==> src/rtl/hilo_muldiv_unit_if.sv <==
// rtl/hilo_muldiv_unit_if.sv - request/response bundle between ID/EX and the HI/LO multiply/divide unit
interface hilo_muldiv_unit_if;
  logic        start;
  logic [2:0]  op;
  logic [31:0] a;
  logic [31:0] b;
  logic        busy;
  logic        done;
  logic [31:0] hi_out;
  logic [31:0] lo_out;

  modport master (output start, op, a, b, input busy, done, hi_out, lo_out);
  modport slave  (input start, op, a, b, output busy, done, hi_out, lo_out);
endinterface

==> src/rtl/hilo_muldiv_unit.sv <==
// rtl/hilo_muldiv_unit.sv - multi-cycle MULT/DIV unit owning the architectural HI/LO registers
module hilo_muldiv_unit #(
  parameter int MULT_LATENCY = 4
) (
  input  logic                clk,
  input  logic                reset,
  hilo_muldiv_unit_if.slave   bus
);

  localparam logic [1:0] S_IDLE = 2'd0;
  localparam logic [1:0] S_MUL  = 2'd1;
  localparam logic [1:0] S_DIV  = 2'd2;
  localparam logic [1:0] S_FIX  = 2'd3;

  localparam logic [2:0] OP_MULT  = 3'b000;
  localparam logic [2:0] OP_MULTU = 3'b001;
  localparam logic [2:0] OP_DIV   = 3'b010;
  localparam logic [2:0] OP_DIVU  = 3'b011;
  localparam logic [2:0] OP_MTHI  = 3'b100;
  localparam logic [2:0] OP_MTLO  = 3'b101;

  logic [1:0]  r_state;
  logic [4:0]  r_cnt;
  logic        r_busy;
  logic        r_done;
  logic [31:0] r_hi;
  logic [31:0] r_lo;
  logic [31:0] r_a;
  logic [31:0] r_b;
  logic        r_signed;
  logic        r_neg_q;
  logic        r_neg_r;
  logic [63:0] r_rq;

  logic        w_is_signed;
  logic [31:0] w_a_mag;
  logic [31:0] w_b_mag;
  logic [63:0] w_ma;
  logic [63:0] w_mb;
  logic [63:0] w_prod;
  logic [63:0] w_shift;
  logic [32:0] w_diff;
  logic [31:0] w_q;
  logic [31:0] w_r;

  assign w_is_signed = (bus.op == OP_MULT) || (bus.op == OP_DIV);
  assign w_a_mag     = (w_is_signed && bus.a[31]) ? (32'd0 - bus.a) : bus.a;
  assign w_b_mag     = (w_is_signed && bus.b[31]) ? (32'd0 - bus.b) : bus.b;

  // Sign- or zero-extend the latched operands; the low 64 bits of the product are exact either way.
  assign w_ma   = {{32{r_signed & r_a[31]}}, r_a};
  assign w_mb   = {{32{r_signed & r_b[31]}}, r_b};
  assign w_prod = w_ma * w_mb;

  // Restoring step: remainder in the upper half, quotient bits shift in from the bottom.
  assign w_shift = {r_rq[62:0], 1'b0};
  assign w_diff  = {1'b0, w_shift[63:32]} - {1'b0, r_b};
  assign w_q     = r_rq[31:0];
  assign w_r     = r_rq[63:32];

  always_ff @(posedge clk) begin
    if (reset) begin
      r_state <= S_IDLE;
      r_cnt   <= 5'd0;
      r_busy  <= 1'b0;
      r_done  <= 1'b0;
      r_hi    <= 32'd0;
      r_lo    <= 32'd0;
    end else begin
      r_done <= 1'b0;
      case (r_state)
        S_IDLE: begin
          if (bus.start) begin
            case (bus.op)
              OP_MULT, OP_MULTU: begin
                r_a      <= bus.a;
                r_b      <= bus.b;
                r_signed <= (bus.op == OP_MULT);
                r_cnt    <= 5'(MULT_LATENCY - 1);
                r_busy   <= 1'b1;
                r_state  <= S_MUL;
              end
              OP_DIV, OP_DIVU: begin
                r_a      <= bus.a;
                r_b      <= w_b_mag;
                r_signed <= w_is_signed;
                r_neg_q  <= w_is_signed && (bus.a[31] ^ bus.b[31]);
                r_neg_r  <= w_is_signed && bus.a[31];
                r_rq     <= {32'd0, w_a_mag};
                r_cnt    <= 5'd31;
                r_busy   <= 1'b1;
                r_state  <= S_DIV;
              end
              OP_MTHI: r_hi <= bus.a;
              OP_MTLO: r_lo <= bus.a;
              default: ;
            endcase
          end
        end
        S_MUL: begin
          if (r_cnt == 5'd0) begin
            r_hi    <= w_prod[63:32];
            r_lo    <= w_prod[31:0];
            r_busy  <= 1'b0;
            r_done  <= 1'b1;
            r_state <= S_IDLE;
          end else begin
            r_cnt <= r_cnt - 5'd1;
          end
        end
        S_DIV: begin
          if (w_diff[32]) begin
            r_rq <= w_shift;
          end else begin
            r_rq <= {w_diff[31:0], w_shift[31:1], 1'b1};
          end
          if (r_cnt == 5'd0) begin
            r_state <= S_FIX;
          end else begin
            r_cnt <= r_cnt - 5'd1;
          end
        end
        default: begin
          // r_b holds the divisor magnitude, which is zero exactly when the divisor was zero.
          if (r_b == 32'd0) begin
            r_hi <= r_a;
            r_lo <= 32'hFFFF_FFFF;
          end else begin
            r_hi <= r_neg_r ? (32'd0 - w_r) : w_r;
            r_lo <= r_neg_q ? (32'd0 - w_q) : w_q;
          end
          r_busy  <= 1'b0;
          r_done  <= 1'b1;
          r_state <= S_IDLE;
        end
      endcase
    end
  end

  assign bus.busy   = r_busy;
  assign bus.done   = r_done;
  assign bus.hi_out = r_hi;
  assign bus.lo_out = r_lo;

endmodule

==> src/flat_wrapper.sv <==
// flat-port wrapper written by rule: the top's interface ports become plain ports
module hilo_muldiv_unit_flat 
#(
  parameter int MULT_LATENCY = 4
)
  (clk, reset, bus_start, bus_op, bus_a, bus_b, bus_busy, bus_done, bus_hi_out, bus_lo_out);
  hilo_muldiv_unit_if bus_i ();
  input  logic clk;
  input  logic reset;
  input wire logic [$bits(bus_i.start)-1:0] bus_start;
  input wire logic [$bits(bus_i.op)-1:0] bus_op;
  input wire logic [$bits(bus_i.a)-1:0] bus_a;
  input wire logic [$bits(bus_i.b)-1:0] bus_b;
  output wire logic [$bits(bus_i.busy)-1:0] bus_busy;
  output wire logic [$bits(bus_i.done)-1:0] bus_done;
  output wire logic [$bits(bus_i.hi_out)-1:0] bus_hi_out;
  output wire logic [$bits(bus_i.lo_out)-1:0] bus_lo_out;
  assign bus_i.start = bus_start;
  assign bus_i.op = bus_op;
  assign bus_i.a = bus_a;
  assign bus_i.b = bus_b;
  assign bus_busy = bus_i.busy;
  assign bus_done = bus_i.done;
  assign bus_hi_out = bus_i.hi_out;
  assign bus_lo_out = bus_i.lo_out;
  hilo_muldiv_unit #(.MULT_LATENCY(MULT_LATENCY)) u_core (.clk(clk), .reset(reset), .bus(bus_i));
endmodule
==> config.mk <==
export PLATFORM = sky130hd
export DESIGN_NAME = hilo_muldiv_unit_flat
export DESIGN_NICKNAME = d
export VERILOG_FILES = /design/src/rtl/hilo_muldiv_unit_if.sv /design/src/rtl/hilo_muldiv_unit.sv /design/src/flat_wrapper.sv
export SDC_FILE = /design/constraint.sdc
export NUM_CORES = 2
export LEC_CHECK = 0
export ABC_AREA = 0
export CORE_MARGIN = 3
export CORE_UTILIZATION = 55
export CTS_CLUSTER_DIAMETER = 40
export DETAILED_ROUTE_END_ITERATION = 7
export PLACE_DENSITY = 0.72
export SLEW_MARGIN = 20
export SYNTH_ARGS = -nofsm -noshare
export SYNTH_HDL_FRONTEND = slang
export SYNTH_SLANG_ARGS = --single-unit
==> constraint.sdc <==
create_clock -name clk -period 11.5 [get_ports clk]
set_input_delay 1.15 -clock clk [delete_from_list [all_inputs] [get_ports clk]]
set_output_delay 1.15 -clock clk [all_outputs]
set_load 0.05 [all_outputs]
Word level (Yosys, flattened, before mapping)

Cells that the tools add are included.

Add/subtract/negate cells: 6
Multipliers: 1
Divide/modulo/power cells: 0
$lt $le $gt $ge: 0
Equality and inequality tests: 16
Shift operators: 0
Muxes and demuxes: 35
Bitwise gates (word level): 5
Reduce and logical (&&, ||, !) cells: 25

Operators by type and width:

| operator                                                                 | number |
|---|---|
| 32-bit two-way mux                                                       | 12 |
| 64-bit two-way mux                                                       | 3 |
| 32-bit case mux with 3 select lines                                      | 2 |
| 64-bit case mux with 2 select lines                                      | 1 |
| 1-bit by 32-bit subtractor with 32-bit output (first input constant)     | 4 |
| 33-bit by 33-bit multiplier with 64-bit output                           | 1 |
| 32-bit case mux with 2 select lines                                      | 1 |
| 4-bit AND reduction                                                      | 9 |
| 32-bit by 32-bit subtractor with 33-bit output                           | 1 |
| 32-bit logical NOT                                                       | 1 |
| 5-bit case mux with 2 select lines                                       | 2 |
| 2-bit inequality test (second input constant)                            | 6 |
| 5-bit two-way mux                                                        | 2 |
| 2-bit OR reduction                                                       | 4 |
| 3-bit by 2-bit equality test with 1-bit output (second input constant)   | 2 |
| 3-bit equality test (second input constant)                              | 2 |
| 2-bit two-way mux                                                        | 3 |
| 2-bit case mux with 3 select lines                                       | 1 |
| 2-bit nonzero test                                                       | 3 |
| 5-bit logical NOT                                                        | 1 |
| 5-bit by 1-bit subtractor with 5-bit output (second input constant)      | 1 |
| 1-bit two-way mux                                                        | 4 |
| 2-bit by 1-bit inequality test with 1-bit output (second input constant) | 2 |
| 1-bit case mux with 2 select lines                                       | 2 |
| other kinds (14)                                                         | 18 |

Register bits after elaboration: 204
Latch bits: 0
Bits in writable memories: 0
Bits in read-only memories: 0
Input bits: 70
Output and inout bits: 66
Memories kept: 0

Logic depth before layout (Yosys ltp)

Word-level depth: 7
Gate-level depth with buffers: 31
Gate-level depth less buffers: 28

Worst setup path after synthesis

OpenSTA, ideal clock, no wires.

Path kind: flip-flop to flip-flop
Start: register u_core.r_b[6]
End: register u_core.r_hi[28] (netlist: u_core.bus.hi_out[28])
Library setup time: 0.062 ns
Arrival time: 7.852 ns
Required time: 11.438 ns
Setup slack: 3.586 ns
Stages on the path, launching flop included: 29
Path buffers: 3
Period minus slack after synthesis: 7.914 ns
Cell sequence: edfxtp_1 clkbuf_1 clkbuf_1 nand2_1 fa_1 inv_1 fa_1 fa_1 inv_1 fa_1 fa_1 inv_1 fa_1 fa_1 inv_1 fa_1 inv_1 ha_1 clkbuf_1 nand2_1 o21ai_0 nor4_1 a211oi_2 a41oi_1 o21a_1 o31a_1 o21ba_2 or4b_2 nand3_1

Longest elaborated chain between the ends: 3

RTL lines:

| item                                                                                 | RTL line                                         | RTL |
|---|---|---|
| start: declaration                                                                   | hilo_muldiv_unit.sv:29                           | `logic [31:0] r_b;` |
| start signal: assignment                                                             | hilo_muldiv_unit.sv:77                           | `r_b <= bus.b;` |
| start signal: assignment                                                             | hilo_muldiv_unit.sv:85                           | `r_b <= w_b_mag;` |
| 33-bit by 33-bit multiplier with 64-bit output or 32-bit logical NOT (tied branches) | hilo_muldiv_unit.sv:53, hilo_muldiv_unit.sv:125  |  |
| 32-bit two-way mux (on tied branches)                                                | hilo_muldiv_unit.sv:101, hilo_muldiv_unit.sv:125 |  |
| 32-bit case mux with 3 select lines *                                                | hilo_muldiv_unit.sv:71                           | `case (r_state)` |
| end signal: assignment                                                               | hilo_muldiv_unit.sv:94                           | `OP_MTHI: r_hi <= bus.a;` |
| end signal: assignment                                                               | hilo_muldiv_unit.sv:102                          | `r_hi <= w_prod[63:32];` |
| end signal: assignment                                                               | hilo_muldiv_unit.sv:126                          | `r_hi <= r_a;` |
| end: declaration                                                                     | hilo_muldiv_unit.sv:26                           | `logic [31:0] r_hi;` |

Every way passes the cells marked *; elsewhere a longest branch is shown, timed or not. The select of a mux whose other input is x is not followed.
A chain may end at the register's enable or synchronous reset.

Worst setup path in the final report

Start: register u_core.r_signed
End: register u_core.r_hi[27] (netlist: u_core.bus.hi_out[27])

Longest elaborated chain between the ends: 4

RTL lines:

| item                                             | RTL line                                       | RTL |
|---|---|---|
| start: declaration                               | hilo_muldiv_unit.sv:30                         | `logic r_signed;` |
| start signal: assignment                         | hilo_muldiv_unit.sv:78                         | `r_signed <= (bus.op == OP_MULT);` |
| start signal: assignment                         | hilo_muldiv_unit.sv:86                         | `r_signed <= w_is_signed;` |
| 1-bit bitwise AND (on tied branches)             | hilo_muldiv_unit.sv:51, hilo_muldiv_unit.sv:52 |  |
| 33-bit by 33-bit multiplier with 64-bit output * | hilo_muldiv_unit.sv:53                         | `assign w_prod = w_ma * w_mb;` |
| 32-bit two-way mux *                             | hilo_muldiv_unit.sv:101                        | `if (r_cnt == 5'd0) begin` |
| 32-bit case mux with 3 select lines *            | hilo_muldiv_unit.sv:71                         |  |

Marks and branches as above.

==> summary.md <==
| Metric | Value |
|---|---|
| Status | completed |
| Sequential fraction of the synthesis area | 10.6% |
| Drc violations | 0 |
| Initial antenna violation count | 1 |
| Critical Path RT | 12.02 ns |
| EDFF count, synth | 131 |
| Hold Startpoint | u_core.bus.busy |
| Crit path top cell by count | fa_1 |
| Synth Flop Type | edfxtp_1 |
| Reg clk slew, reported paths | 0.05 ns |
| Mapped Cells | 5720 |
| Hold WC Path Type | flip-flop to flip-flop |
| WL/cell | 22.3 um |
| Root Driver | clkbuf_16 |
| Share of cells above drive strength 1 | 3.79% |
| CP max stage delay | 0.90 ns |
| GRT Overall Usage | 33.5% |
| M1 WL | 58900 um |
| Post-Synth Simple-Gate Area | 15.7% |
| Multiplexer area fraction after synthesis | 0.0982% |
| Launch point of the worst reg-to-reg path | u_core.r_signed |
| Crit path buf inv count | 7 |
| Max_slew headroom | 27.4% |
| Avg Vias per Cell | 5.79 |
| Met3 WL | 14100 um |
| Die height | 310 um |
| Fillers | 7784 |
| Boundary Pins | 136 |
| Synth Area in Adders | 50.4% |
| Hpwl dp | 119000 um |
| PortBufs | 135 |
| Cell area after layout | 0.0549 mm2 |
| Cts bufs inserted | 44 |
| Core outline area | 0.0910 mm2 |
| Pre-antenna DRT Iters | 5 |
| Largest net degree at the start of global routing | 71 |
| N_diodes | 0 |
| DR vias | 40000 |
| Synth top area cells | fa_1 44%, inv_1 8.7%, edfxtp_1 7.7%, nand2_1 6.6%, ha_1 6.2% |
| Total wire length | 154000 um |
| Clk_lat worst skew | 0.61 ns |
| Post-synth top cells | 1180 x inv_1, 1126 x fa_1, 902 x nand2_1, 352 x and2_1, 340 x clkbuf_1 |
| Count of max-cap constraint violations | 0 |
| Final setup viols | 0 |
| Fin. Hold Viols | 0 |
| Worst r2r path cells | 28 |
| CP startpoint kind | flip-flop |
| Crit path depth | 28 |
| Synth Register Bits | 204 |
| Final nets | 7091 |
| DIE AREA | 0.0963 mm2 |
| Final non-filler cell total | 6911 |
| Setup CP Type | flip-flop to flip-flop |
| Post-Place Cells | 6827 |
| Mapped cell area | 0.0509 mm2 |
| Routability cong. | 0.970 |
| Worst hold stages | 2 |
| Post-CTS Resized | 0 |
| Worst Setup SP | u_core.r_signed |
| Cell Rows | 110 |
| Layout area overhead | 7.67% |
| Asr flop ratio synth | 0% |
| Max-slew violation count | 0 |
| Top sig layer | met4 |
| CP delay by family, top | adder cells |
| Setup_tns | 0 ns |
| CTS Hold Bufs | 0 |
| Most common cell in the netlist | inv_1 |
| Syn. warnings | 0 |
| # clock sinks | 204 |
| Post-CTS Setup Repair Bufs | 0 |
| Mapped Nets | 7168 |
| Largest family of logic cells by synthesized area | adder cells |
| Worst Tran Pin Value | 1.09 ns |
| Worst-path fanout max | 21 |
| Final Critical Period | 9.46 ns |
| CTS H-Tree Depth | 2 |
| Slowest CP cell | fa_1 |
| Iteration-0 DRC Markers | 3853 |
| ANT nets after route | 0 |
| Clock Skew | 0.0565 ns |
| Initial Utilization | 56.0% |
| CTS max path bufs | 3 |
| Yosys top cell by area | fa_1 |
| Mapped Avg Cell Area | 8.91 um2 |
| Top cell type's share of synthesized area | 44.2% |
| Fin crit share | 82.3% |
| Arr. time, crit path | 9.98 ns |
| Synth Area in XOR/XNOR | 3.61% |
| Grt ovf | 0 |
| First-pass GRT wire length | 245000 um |
| Placed Area | 0.0532 mm2 |
| Die W | 310 um |
| Unrepaired setup endpoints after global routing | false |
| CTS tree | yes |
| Fmax | 106 MHz |
| Met2 routed WL | 72500 um |
| Area fraction in compound gates after synthesis | 8.31% |
| CP Capture Type | flip-flop |
| Vias in the first global route | 42800 |
| Yosys cell types | 73 |
==> metal layers <==
layer / vias up / GRT usage, %
li1: 17300 / -
met1: 20400 / 43.7
met2: 1977 / 54.6
met3: 392 / 6.30
met4: 0 / 15.3
met5: - / 0
==> flip-flops by register name, indices dropped and copies added, names as in the netlist <==
register,count
u_core.r_a,32
u_core.bus.hi_out,32
u_core.bus.busy,1
u_core.r_b,32
u_core.r_signed,1
u_core.bus.done,1
u_core.r_neg_q,1
u_core.r_rq,64
u_core.r_cnt,5
u_core.bus.lo_out,32
u_core.r_neg_r,1
u_core.r_state,2
==> worst register-to-register path, delay by kind of cell, from the launching register on <==
kind                     cells  cell delay [ns]
buffers and inverters        7             1.08
adder cells (fa/ha/maj)      9             4.72
AND/OR/NAND/NOR              6             1.67
flip-flops                   1             0.87
AO/OA/AOI/OAI                5             0.91
XOR/XNOR                     1             0.14
==> path summary, 6_finish.rpt <==
path / end / slack (ns)
setup / recovery: u_core.bus.hi_out[27] / 2.04
hold / removal: u_core.bus.busy / 0.47
setup reg to reg: u_core.bus.hi_out[27] / 2.04
hold reg to reg: u_core.bus.busy / 0.47
==> layout make-up <==
type	instances	area, um2	area share (%)
multi-input combinational	3986	39900	72.7
clock inverter	22	250	0.456
timing repair buffer	226	2040	3.73
tap	1232	1540	2.81
clock buffer	60	1330	2.42
inverter	1181	4430	8.08
sequential	204	5400	9.84
==> through the flow <==
stage,hold WS (ns),utilization [%],setup WS [ns]
3_3_place_gp,0.463,58.5,2.37
3_5_place_dp,0.469,58.5,2.13
6_report,0.472,60.3,2.04
4_1_cts,0.477,60.3,2.13
5_1_grt,0.497,60.3,1.50
2_1_floorplan,0.446,-,3.59
==> placed cells by master (no fill, tap or decap), types with 35 or more instances in the layout <==
| master | n |
|---|---|
| xor2_1 | 92 |
| a21oi_1 | 206 |
| clkbuf_16 | 49 |
| nand2_1 | 901 |
| nand3_1 | 35 |
| nor3_1 | 47 |
| fa_1 | 1126 |
| edfxtp_1 | 131 |
| buf_4 | 89 |
| o21ai_0 | 152 |
| xnor2_1 | 118 |
| a211oi_1 | 57 |
| inv_1 | 1180 |
| ha_1 | 249 |
| nor2_1 | 214 |
| dfxtp_1 | 73 |
| clkdlybuf4s50_1 | 134 |
| a221oi_1 | 40 |
| and2_1 | 351 |
==> kinds of logic (layout without fill, tap and decap cells) <==
family / count (synthesis) / in the layout
multiplexers: 5 / 5
XOR/XNOR: 210 / 210
adder cells (fa/ha/maj): 1378 / 1378
AO/OA/AOI/OAI: 664 / 664
AND/OR/NAND/NOR: 1729 / 1729
flip-flops: 204 / 204
buffers and inverters: 1530 / 1489
Power is not shown: default switching activity piles up to over one toggle a cycle in this logic, so the estimate is an artifact.
